$ cat config.mk
export PLATFORM = sky130hd
export DESIGN_NAME = serial_subtractor
export DESIGN_NICKNAME = d
export VERILOG_FILES = /design/src/rtl/alu_pkg.sv /design/src/rtl/fs_bit.sv /design/src/rtl/serial_subtractor.sv
export SDC_FILE = /design/constraint.sdc
export NUM_CORES = 1
export LEC_CHECK = 0
export CAP_MARGIN = 5
export CORE_MARGIN = 10
export CORE_UTILIZATION = 46
export CTS_CLUSTER_SIZE = 30
export DETAILED_ROUTE_END_ITERATION = 12
export PLACE_DENSITY = 0.71
export SLEW_MARGIN = 20
export SYNTH_ARGS = -nofsm -noshare
export SYNTH_HDL_FRONTEND = slang
export SYNTH_HIERARCHICAL = 1
export SYNTH_SLANG_ARGS = --single-unit
$ cat constraint.sdc
create_clock -name clk -period 1.3 [get_ports clk]
set_clock_uncertainty 0.1 [all_clocks]
set_input_delay 0.195 -clock clk [delete_from_list [all_inputs] [get_ports clk]]
set_output_delay 0.195 -clock clk [all_outputs]
set_load 0.02 [all_outputs]
$ cat src/rtl/alu_pkg.sv
// Shared ALU definitions: default datapath width and serial-unit FSM states.
// Latency: n/a (types and constants only).
// Backpressure: n/a.
package alu_pkg;

  localparam int DEF_WIDTH = 8;

  typedef enum logic {
    ST_IDLE = 1'b0,
    ST_RUN  = 1'b1
  } state_t;

endpackage

$ cat src/rtl/fs_bit.sv
// One-bit full subtractor cell: d = x - y - bin, with borrow out.
// Latency: combinational.
// Backpressure: none.
// Ports: x (minuend bit), y (subtrahend bit), bin (borrow in),
//        d (difference bit), bout (borrow out).
module fs_bit (
  input  logic x,
  input  logic y,
  input  logic bin,
  output logic d,
  output logic bout
);

  logic xy;

  assign xy   = x ^ y;
  assign d    = xy ^ bin;
  // Borrow when x=0,y=1, or when x==y and a borrow is already pending.
  assign bout = (~x & y) | (~xy & bin);

endmodule

$ cat src/rtl/serial_subtractor.sv
// Bit-serial unsigned subtractor diff = a - b, LSB first through one fs_bit cell.
// Latency: WIDTH cycles from the accepted start edge to the done pulse.
// Backpressure: start is ignored while busy; no queuing, caller must wait for done.
// Ports: clk, rst (sync, active-high), start, a, b (captured on accepted start),
//        diff/bout (registered result, held between completions), busy, done (1-cycle pulse).
module serial_subtractor
  import alu_pkg::*;
#(
  parameter int WIDTH = DEF_WIDTH,
  parameter int CNT_W = $clog2(WIDTH + 1)
) (
  input  logic             clk,
  input  logic             rst,
  input  logic             start,
  input  logic [WIDTH-1:0] a,
  input  logic [WIDTH-1:0] b,
  output logic [WIDTH-1:0] diff,
  output logic             bout,
  output logic             busy,
  output logic             done
);

  localparam logic [CNT_W-1:0] LAST = CNT_W'(WIDTH - 1);

  state_t           state;
  logic [WIDTH-1:0] sa;
  logic [WIDTH-1:0] sb;
  logic [WIDTH-1:0] acc;
  logic             borrow;
  logic [CNT_W-1:0] count;

  logic             cell_d;
  logic             cell_bo;
  logic [WIDTH-1:0] acc_nxt;

  fs_bit u_cell (
    .x    (sa[0]),
    .y    (sb[0]),
    .bin  (borrow),
    .d    (cell_d),
    .bout (cell_bo)
  );

  // Difference bits enter at the MSB so that after WIDTH shifts bit 0 lands at bit 0.
  assign acc_nxt = {cell_d, acc[WIDTH-1:1]};

  always_ff @(posedge clk) begin
    if (rst) begin
      state  <= ST_IDLE;
      sa     <= '0;
      sb     <= '0;
      acc    <= '0;
      borrow <= 1'b0;
      count  <= '0;
      diff   <= '0;
      bout   <= 1'b0;
      busy   <= 1'b0;
      done   <= 1'b0;
    end else begin
      done <= 1'b0;
      case (state)
        ST_IDLE: begin
          if (start) begin
            sa     <= a;
            sb     <= b;
            acc    <= '0;
            borrow <= 1'b0;
            count  <= '0;
            busy   <= 1'b1;
            state  <= ST_RUN;
          end
        end
        ST_RUN: begin
          sa     <= sa >> 1;
          sb     <= sb >> 1;
          acc    <= acc_nxt;
          borrow <= cell_bo;
          count  <= count + CNT_W'(1);
          if (count == LAST) begin
            // Last bit: publish result straight from the cell outputs.
            diff  <= acc_nxt;
            bout  <= cell_bo;
            done  <= 1'b1;
            busy  <= 1'b0;
            state <= ST_IDLE;
          end
        end
      endcase
    end
  end

endmodule

# ---- Yosys cells after proc, flatten, opt, wreduce, memory -nomap -nowiden
# Index checks and enable logic that the tools add are counted.
dict set report totals {
  register_bits 41
  wordCells 42
  output_inout_bits 11
}
dict set report classes {
  n_eq_ne 3
  add_sub_neg 1
  bitwise 8
  muxes 17
  reduce_logical 3
}
# cell n
set op_table {}
lappend op_table {{$pmux W8 S2} 3}
lappend op_table {{$mux W8} 3}
lappend op_table {{$pmux W4 S2} 1}
lappend op_table {{$mux W1} 6}
lappend op_table {{$pmux W1 S2} 3}
lappend op_table {{$add A4 B1 Y4 const B} 1}
lappend op_table {{$eq A4 B3 Y1 const B} 1}
lappend op_table {{$mux W4} 1}
lappend op_table {{$reduce_and A2 Y1} 2}
lappend op_table {{$not A1 Y1} 3}
lappend op_table {{$and A1 B1 Y1} 2}
lappend op_table {{$ne A2 B1 Y1 const B} 1}
lappend op_table {{$ne A2 B2 Y1 const B} 1}
lappend op_table {{$reduce_or A2 Y1} 1}
lappend op_table {{$xor A1 B1 Y1} 2}
lappend op_table {{$or A1 B1 Y1} 1}

# ---- Depth between registers and ports, before layout
# Gate-level depths: netlist of run 1.
dict set report logic_depth {
  ltp_word 5
  mapped_depth 6
}

# ---- Hierarchy
# The synthesis of run 1 kept the hierarchy.
# module area_each_um2 cells_each seq_area_each_um2 n_inst
set by_module_without_submodules {}
lappend by_module_without_submodules {serial_subtractor 1631.6 153 800.8 1}
lappend by_module_without_submodules {fs_bit 31.3 4 0.0 1}

# ---- Worst setup path after synthesis of run 1
# OpenSTA, ideal clock, no wires.
dict set report synth_timing {
  path_kind {register to register}
  from {register count[0]}
  to {register diff[0]}
  setup_slack_ns -0.077
  t_required_ns 1.083
  stages_incl_launch_ff 6
  n_path_buf 1
  synth_period_minus_slack_ns 1.377
  setup_ns 0.117
  arrival_time_ns 1.160
  path_cell_list {dfxtp_1 -> ha_1 -> nand4b_2 -> nor2b_4 -> buf_6 -> a22o_1}
}
dict set report synth_between {
  elab_chain_cells 2
}
# item line
set synth_rtl {}
lappend synth_rtl {{from (decl)} serial_subtractor.sv:30} ;# logic [CNT_W-1:0] count;
lappend synth_rtl {{from (signal assigned)} serial_subtractor.sv:78} ;# count <= count + CNT_W'(1);
lappend synth_rtl {{$eq A4 B3 Y1} serial_subtractor.sv:79} ;# if (count == LAST) begin
lappend synth_rtl {{$reduce_and A2 Y1 (no line)} n/a}
lappend synth_rtl {{to (signal assigned)} serial_subtractor.sv:81} ;# diff <= acc_nxt;
lappend synth_rtl {{to (decl)} serial_subtractor.sv:17} ;# output logic [WIDTH-1:0] diff,
# Every way passes these cells.
# A chain may end at the register's enable or synchronous reset.

# ---- Worst setup path after layout of run 1
dict set report layout_timing {
  from {register sb[0]}
  to {register diff[7]}
}
dict set report layout_between {
  elab_chain_cells 2
}
# item line
set layout_rtl {}
lappend layout_rtl {{from (decl)} serial_subtractor.sv:27} ;# logic [WIDTH-1:0] sb;
lappend layout_rtl {{from (signal assigned)} serial_subtractor.sv:75} ;# sb <= sb >> 1;
lappend layout_rtl {{$xor A1 B1 Y1} fs_bit.sv:16} ;# assign xy = x ^ y;
lappend layout_rtl {{$xor A1 B1 Y1} fs_bit.sv:17} ;# assign d = xy ^ bin;
lappend layout_rtl {{via cell_d} serial_subtractor.sv:32} ;# logic cell_d;
# The timed path passes the listed nets, and every way through them passes these cells.

==> results.cfg, run 1 <==
[outcome]
status = complete, no violations

[finish]
multi_input_area_um2 = 793.3
final_nets = 214
utilization_pct = 62.31
diodes = 0
drive_gt1_share_pct = 28.35
ff_latch_area_um2 = 808.3
stdcell_area_mm2 = 0.002128
area_growth_syn_to_layout_pct = 27.99
fillers = 306

[synth]
yosys.area.top_type_share_pct = 48.16
ys_warn_count = 6
syn_area_mm2 = 0.001663
syn-num-nets = 178
synthFlopType = dfxtp_1
muxShareOfSynthArea_pct = 19.94
yosysUniqueCellTypes = 25
yosysTopAreaCell = dfxtp_1
synth_common_cells = 40 x dfxtp_1, 25 x nor2_1, 17 x mux2i_1
synth_compound_area_share_pct = 10.08
synth.area.top_cells = dfxtp_1 48%, mux2i_1 10%, mux2_2 8.8%, nor2_1 5.6%, a22o_1 4.7%
synth_most_common_cell = dfxtp_1
synth_area_per_cell_um2 = 10.59
synth_edf_count = 0
synth_top_family_by_area = multiplexers
async_reset_ff_share_pct = 0
syn_inst = 157
synth-seq-cells = 40
yosys.area_share.simple_pct = 13.77
ys_seq_area_share_pct = 48.16
synth_adder_area_share_pct = 1.956
synth_xor_area_share_pct = 0

[setup_path]
crit_path_start_kind = register
path_cells = inv_2 > fa_1 > a22o_1
cp-end-kind = register
path_buf_inv = 1
crit_family = adder cells
cp_data_arrival_time_ns = 1.44
crit_cells = 3
critPathMaxFanout = 2
worstSetupPathType = reg -> reg
max_stage_delay_ns = 0.51
r2r_cells = 3
cp_data_required_time_ns = 1.46
cpMaxStageDelayCell = fa_1

[clock_tree]
cts-root-buf = clkbuf_4
htree_levels = 2
cts_sinks = 40
ctsHoldBuffers = 0
path_clk_slew_ns = 0.12
cts_tree = built
insertion_delay_ns = 0.35
ctsLongestPathBuffers = 2
cts_buffers = 5

[power_and_ir_drop]
peakVddDrop_mv = 0.6043
p_leak_nw = 0.8961
power_density_mw_per_mm2 = 1072

[worst_hold_path]
hp-class = reg -> reg
whs_path_depth = 1

[placed_design]
placed_area_mm2 = 0.002026
dp_hpwl_um = 2358
gp_routability_congestion = 0.7346
portBuffers = 29

[detailed_routing]
firstDrtPassIters = 4
drtIter0Drc = 64
num_vias = 1234
drc = 0
vias_per_cell = 5.142
antenna_left = 0
postRouteWirelength_um = 3401
wl_per_cell_um = 14.17

[die]
pin_count = 30
dieArea_mm2 = 0.006420
core_mm2 = 0.003416
num_rows = 21
die_w_um = 80.13
fp.dieH_um = 80.13
start_util_pct = 48.68

[sta]
tightest_slew_ns = 0.2852
slew-limit-headroom_pct = 80.99
finalHoldViolCount = 0
fmax_mhz = 784.9
period_share_pct = 98.00
rsz0062_at_grt = true
setup_viol = 0
finalMaxSlewViolations = 0
post-route-min-period_ns = 1.274

[grt]
first_global_vias = 1236
antenna_found_initial = 0
grt_max_degree = 29
overflow = 0
grt_pass1_wl_um = 5423
grt.total_usage_pct = 10.58

[run]
maxCapViolCount = 0
## power breakdown
part | switching (W) | internal [W]
sequential | 0.0000263 | 0.00127
clock | 0.000419 | 0.000263
combinational | 0.000133 | 0.000173
total | 0.000578 | 0.00170
## layer usage
layer,share of wire (%),wire (um),global-route usage [%]
met5,0,0,0
met3,4.4,151,3.563
met2,50,1688,17.98
met4,2.2,74,5.282
met1,44,1487,11.47
## stage by stage
stage	setup TNS, ns	instances	hold slack [ns]	setup slack (ns)	total power [W]
after floorplan	0	157	0.2139	0.005335	0.001507
after global placement	-7.306	228	0.3476	-0.3073	0.001595
after detailed placement	-8.383	228	0.3452	-0.3765	0.001612
after CTS	0	236	0.3645	0.002037	0.002292
after global routing	-0.07028	240	0.4117	-0.04761	0.002392
final	0	240	0.3699	0.02602	0.002281
## repair_timing
action | in CTS | in global routing
pin swaps | 0 | 2
setup endpoints to repair | 13 | 23
resized for setup | 34 | 14
setup buffers | 0 | 4
gates cloned | 0 | 1
## logic make-up after synthesis
group | count (synthesis)
mux | 31
flops | 40
buf+inv | 16
compound gates | 25
simple gates | 43
fa+ha+maj | 2
## layout make-up
type | count | share of cell area (%)
inverter | 4 | 0.7055
multi-input combinational | 101 | 37.27
tap | 46 | 2.704
sequential | 40 | 37.98
timing repair buffer | 41 | 18.22
clock inverter | 2 | 0.7055
clock buffer | 6 | 2.410
## path summary, 6_finish.rpt
| kind | start | end | slack, ns |
|---|---|---|---|
| max | sb[0]$_SDFFE_PP0P_ | diff[7]$_SDFFE_PP0P_ | 0.03 |
| min | busy$_SDFFE_PP0P_ | busy$_SDFFE_PP0P_ | 0.37 |
| max reg2reg | sb[0]$_SDFFE_PP0P_ | diff[7]$_SDFFE_PP0P_ | 0.03 |
| min reg2reg | busy$_SDFFE_PP0P_ | busy$_SDFFE_PP0P_ | 0.37 |
## placed cells by master, fill, tap and decap left out, drive strengths merged
cell type and count:
a41oi 1, nor3b 9, clkdlybuf4s50 17, nand4b 1
fa 1, nor2 26, ha 1, inv 4
mux2 14, o21a 1, o21ai 1, buf 19
clkinvlp 2, nand3 1, clkbuf 7, a21oi 12
dfxtp 40, a22o 9, a211oi 1, clkdlybuf4s15 3
nor2b 3, nor3 3, mux2i 17, dlymetal6s2s 1
## state kept, by name, indices dropped and copies added (netlist names)
| register | count |
|---|---|
| sb | 8 |
| count | 4 |
| borrow | 1 |
| sa | 8 |
| state | 1 |
| acc | 7 |
| diff | 8 |
| done | 1 |
| busy | 1 |
| bout | 1 |
No activity file was read; power rests on OpenSTA's default activity.
==> inputs of run 2 (changes only) <==
CORE_ASPECT_RATIO = 1.25   (was not set)
==> run 2 against run 1 <==
Effect of this change: maximum frequency down 0.70%; worst hold slack got worse by 0.0052 ns; global-route usage is essentially flat.
==> results.cfg, run 2 (same netlist as run 1, synthesis figures left out) <==
[run]
maxCapViolCount = 0

[power_and_ir_drop]
power_density_mw_per_mm2 = 1084
p_leak_nw = 0.9430
switching_share_pct = 23.04
switching_power_w = 0.0005426
intPower_w = 0.001812
power_frac_comb_pct = 13.2
peakVddDrop_mv = 0.9603
power_frac_clock_pct = 31.7
pwr-share-seq_pct = 55.0

[finish]
drive_gt1_share_pct = 22.28
diodes = 0
final_nets = 214
final_cell_mix = 36 x dfxtp_1, 24 x nor2_1, 17 x mux2i_1, 17 x clkdlybuf4s50_1, 13 x mux2_2
fillers = 309
reg_top3 = diff x8, sa x8, sb x8
area_growth_syn_to_layout_pct = 30.70
final_common_cell = dfxtp_1
utilization_pct = 62.39

[worst_hold_path]
hp-class = reg -> reg
whs_path_depth = 1
hold_path_end = busy$_SDFFE_PP0P_
worstHoldStart = busy$_SDFFE_PP0P_

[sta]
post-route-min-period_ns = 1.283
fmax_mhz = 779.5
slew-limit-headroom_pct = 75.90
period_share_pct = 98.68
finalMaxSlewViolations = 0
rsz0062_at_grt = true
tightest_slew_ns = 0.3603
finalSetupTns_ns = 0
finalHoldViolCount = 0
setup_viol = 0

[setup_path]
r2r_slack_ns = 0.02
cpMaxStageDelayCell = fa_1
reg2reg_from = borrow$_SDFFE_PP0P_
crit_path_start_kind = register
critPathMaxFanout = 2
cp_data_arrival_time_ns = 1.36
cp_data_required_time_ns = 1.37
path_buf_inv = 1
worstSetupPathType = reg -> reg
rr_endpoint = diff[7]$_SDFFE_PP0P_
path_cells = inv_2 > fa_1 > a22o_1
cp-end-kind = register
crit_cells = 3
max_stage_delay_ns = 0.50
crit_family = adder cells
r2r_cells = 3

[die]
num_rows = 24
fp.dieH_um = 87.22
start_util_pct = 47.74
dieArea_mm2 = 0.006435
pin_count = 30
core_mm2 = 0.003483
die_w_um = 73.78

[detailed_routing]
postRouteWirelength_um = 3354
vias_per_cell = 5.233
drtIter0Drc = 27
wl_per_cell_um = 14.46
antenna_left = 0
firstDrtPassIters = 4
drc = 0
num_vias = 1214

[placed_design]
dp_hpwl_um = 2421
portBuffers = 29
gp_routability_congestion = 0.7029

[grt]
grt.total_usage_pct = 10.55
use_met3_pct = 4.680
grt_pass1_wl_um = 5471
gr-usage-met2_pct = 19.18
grtUsageMet1_pct = 10.54
overflow = 0
grt_max_degree = 27
antenna_found_initial = 0
busiest_layer = met2
first_global_vias = 1244

[clock_tree]
htree_levels = 2
cts_buffers = 5
cts-root-buf = clkbuf_8
cts_tree = built
cts_sinks = 40
ctsHoldBuffers = 0
insertion_delay_ns = 0.29
path_clk_slew_ns = 0.08
ctsLongestPathBuffers = 2

[outcome]
status = complete, no violations
[run 2: cell count changes in the layout (fill, tap and decap cells not counted), sizes merged, moves of 2 or more]
| cell | delta |
|---|---|
| buf | -9 |
| clkdlybuf4s15 | -3 |
| clkinvlp | -2 |
| dlygate4sd2 | +12 |
[run 2: worst register-to-register path: stages, from the launching register on]
cell     delay [ns]
dfxtp_2        0.33
inv_2          0.04
fa_1           0.50
a22o_1         0.20
[run 2: power groups by stage]
stage / Sequential (W) / Combinational [W] / Clock [W]
2_1_floorplan: 0.00132 / 0.000190 / 0
3_3_place_gp: 0.00132 / 0.000277 / 0
3_5_place_dp: 0.00132 / 0.000288 / 0
4_1_cts: 0.00129 / 0.000306 / 0.000765
5_1_grt: 0.00130 / 0.000338 / 0.000816
6_report: 0.00130 / 0.000312 / 0.000747
[run 2: worst max-delay path by stage]
stage                                from              endpoint  slack (ns)
finish                borrow$_SDFFE_PP0P_  diff[7]$_SDFFE_PP0P_        0.02
global route          borrow$_SDFFE_PP0P_  diff[7]$_SDFFE_PP0P_       -0.02
CTS                    sb[0]$_SDFFE_PP0P_  diff[7]$_SDFFE_PP0P_      0.0004
detailed placement                  start    sa[5]$_SDFFE_PP0P_       -0.35
global placement                    start    sb[6]$_SDFFE_PP0P_       -0.30
floorplan           count[0]$_SDFFE_PP0P_  diff[0]$_SDFFE_PP0P_       0.005
[run 2: layer usage]
layer,share of wire (%),wire (um)
met5,0,0
met4,1.2,40
met3,7.5,250
met2,51,1710
met1,40,1353
[run 2: layout make-up]
type                    instances  area, um2  share of cell area [%]
multi-input cells             102      812.0                   37.36
well taps                      39      48.80                   2.245
inverters                       4      15.01                  0.6908
flip-flops and latches         40      808.3                   37.19
clock buffers                   6      72.57                   3.339
repair buffers                 40      411.6                   18.94
clock inverters                 1      5.005                  0.2303
[run 2: per-stage QoR]
stage / hold WS (ns) / cells / worst slack [ns] / instance area [um2] / power (W)
global route: 0.3887 / 232 / -0.02057 / 2173 / 0.002454
floorplan: 0.2139 / 157 / 0.005335 / 1678 / 0.001507
global placement: 0.3423 / 221 / -0.2954 / 2016 / 0.001596
detailed placement: 0.3563 / 221 / -0.3500 / 2016 / 0.001611
CTS: 0.3681 / 231 / 0.0003580 / 2148 / 0.002365
finish: 0.3647 / 232 / 0.01711 / 2173 / 0.002355
[run 2: what timing repair did]
action                     4_1_cts  5_1_grt
cloned                           2        0
buffers inserted                 1        1
gates resized for setup         16        7
setup endpoints to repair       34       26
pin swaps                        0       10
==> inputs of run 3 (changes only) <==
CTS_CLUSTER_DIAMETER = 120   (was not set)
==> results of run 3 <==
Same layout as run 2: the final DEF is identical, and so are final timing and power.
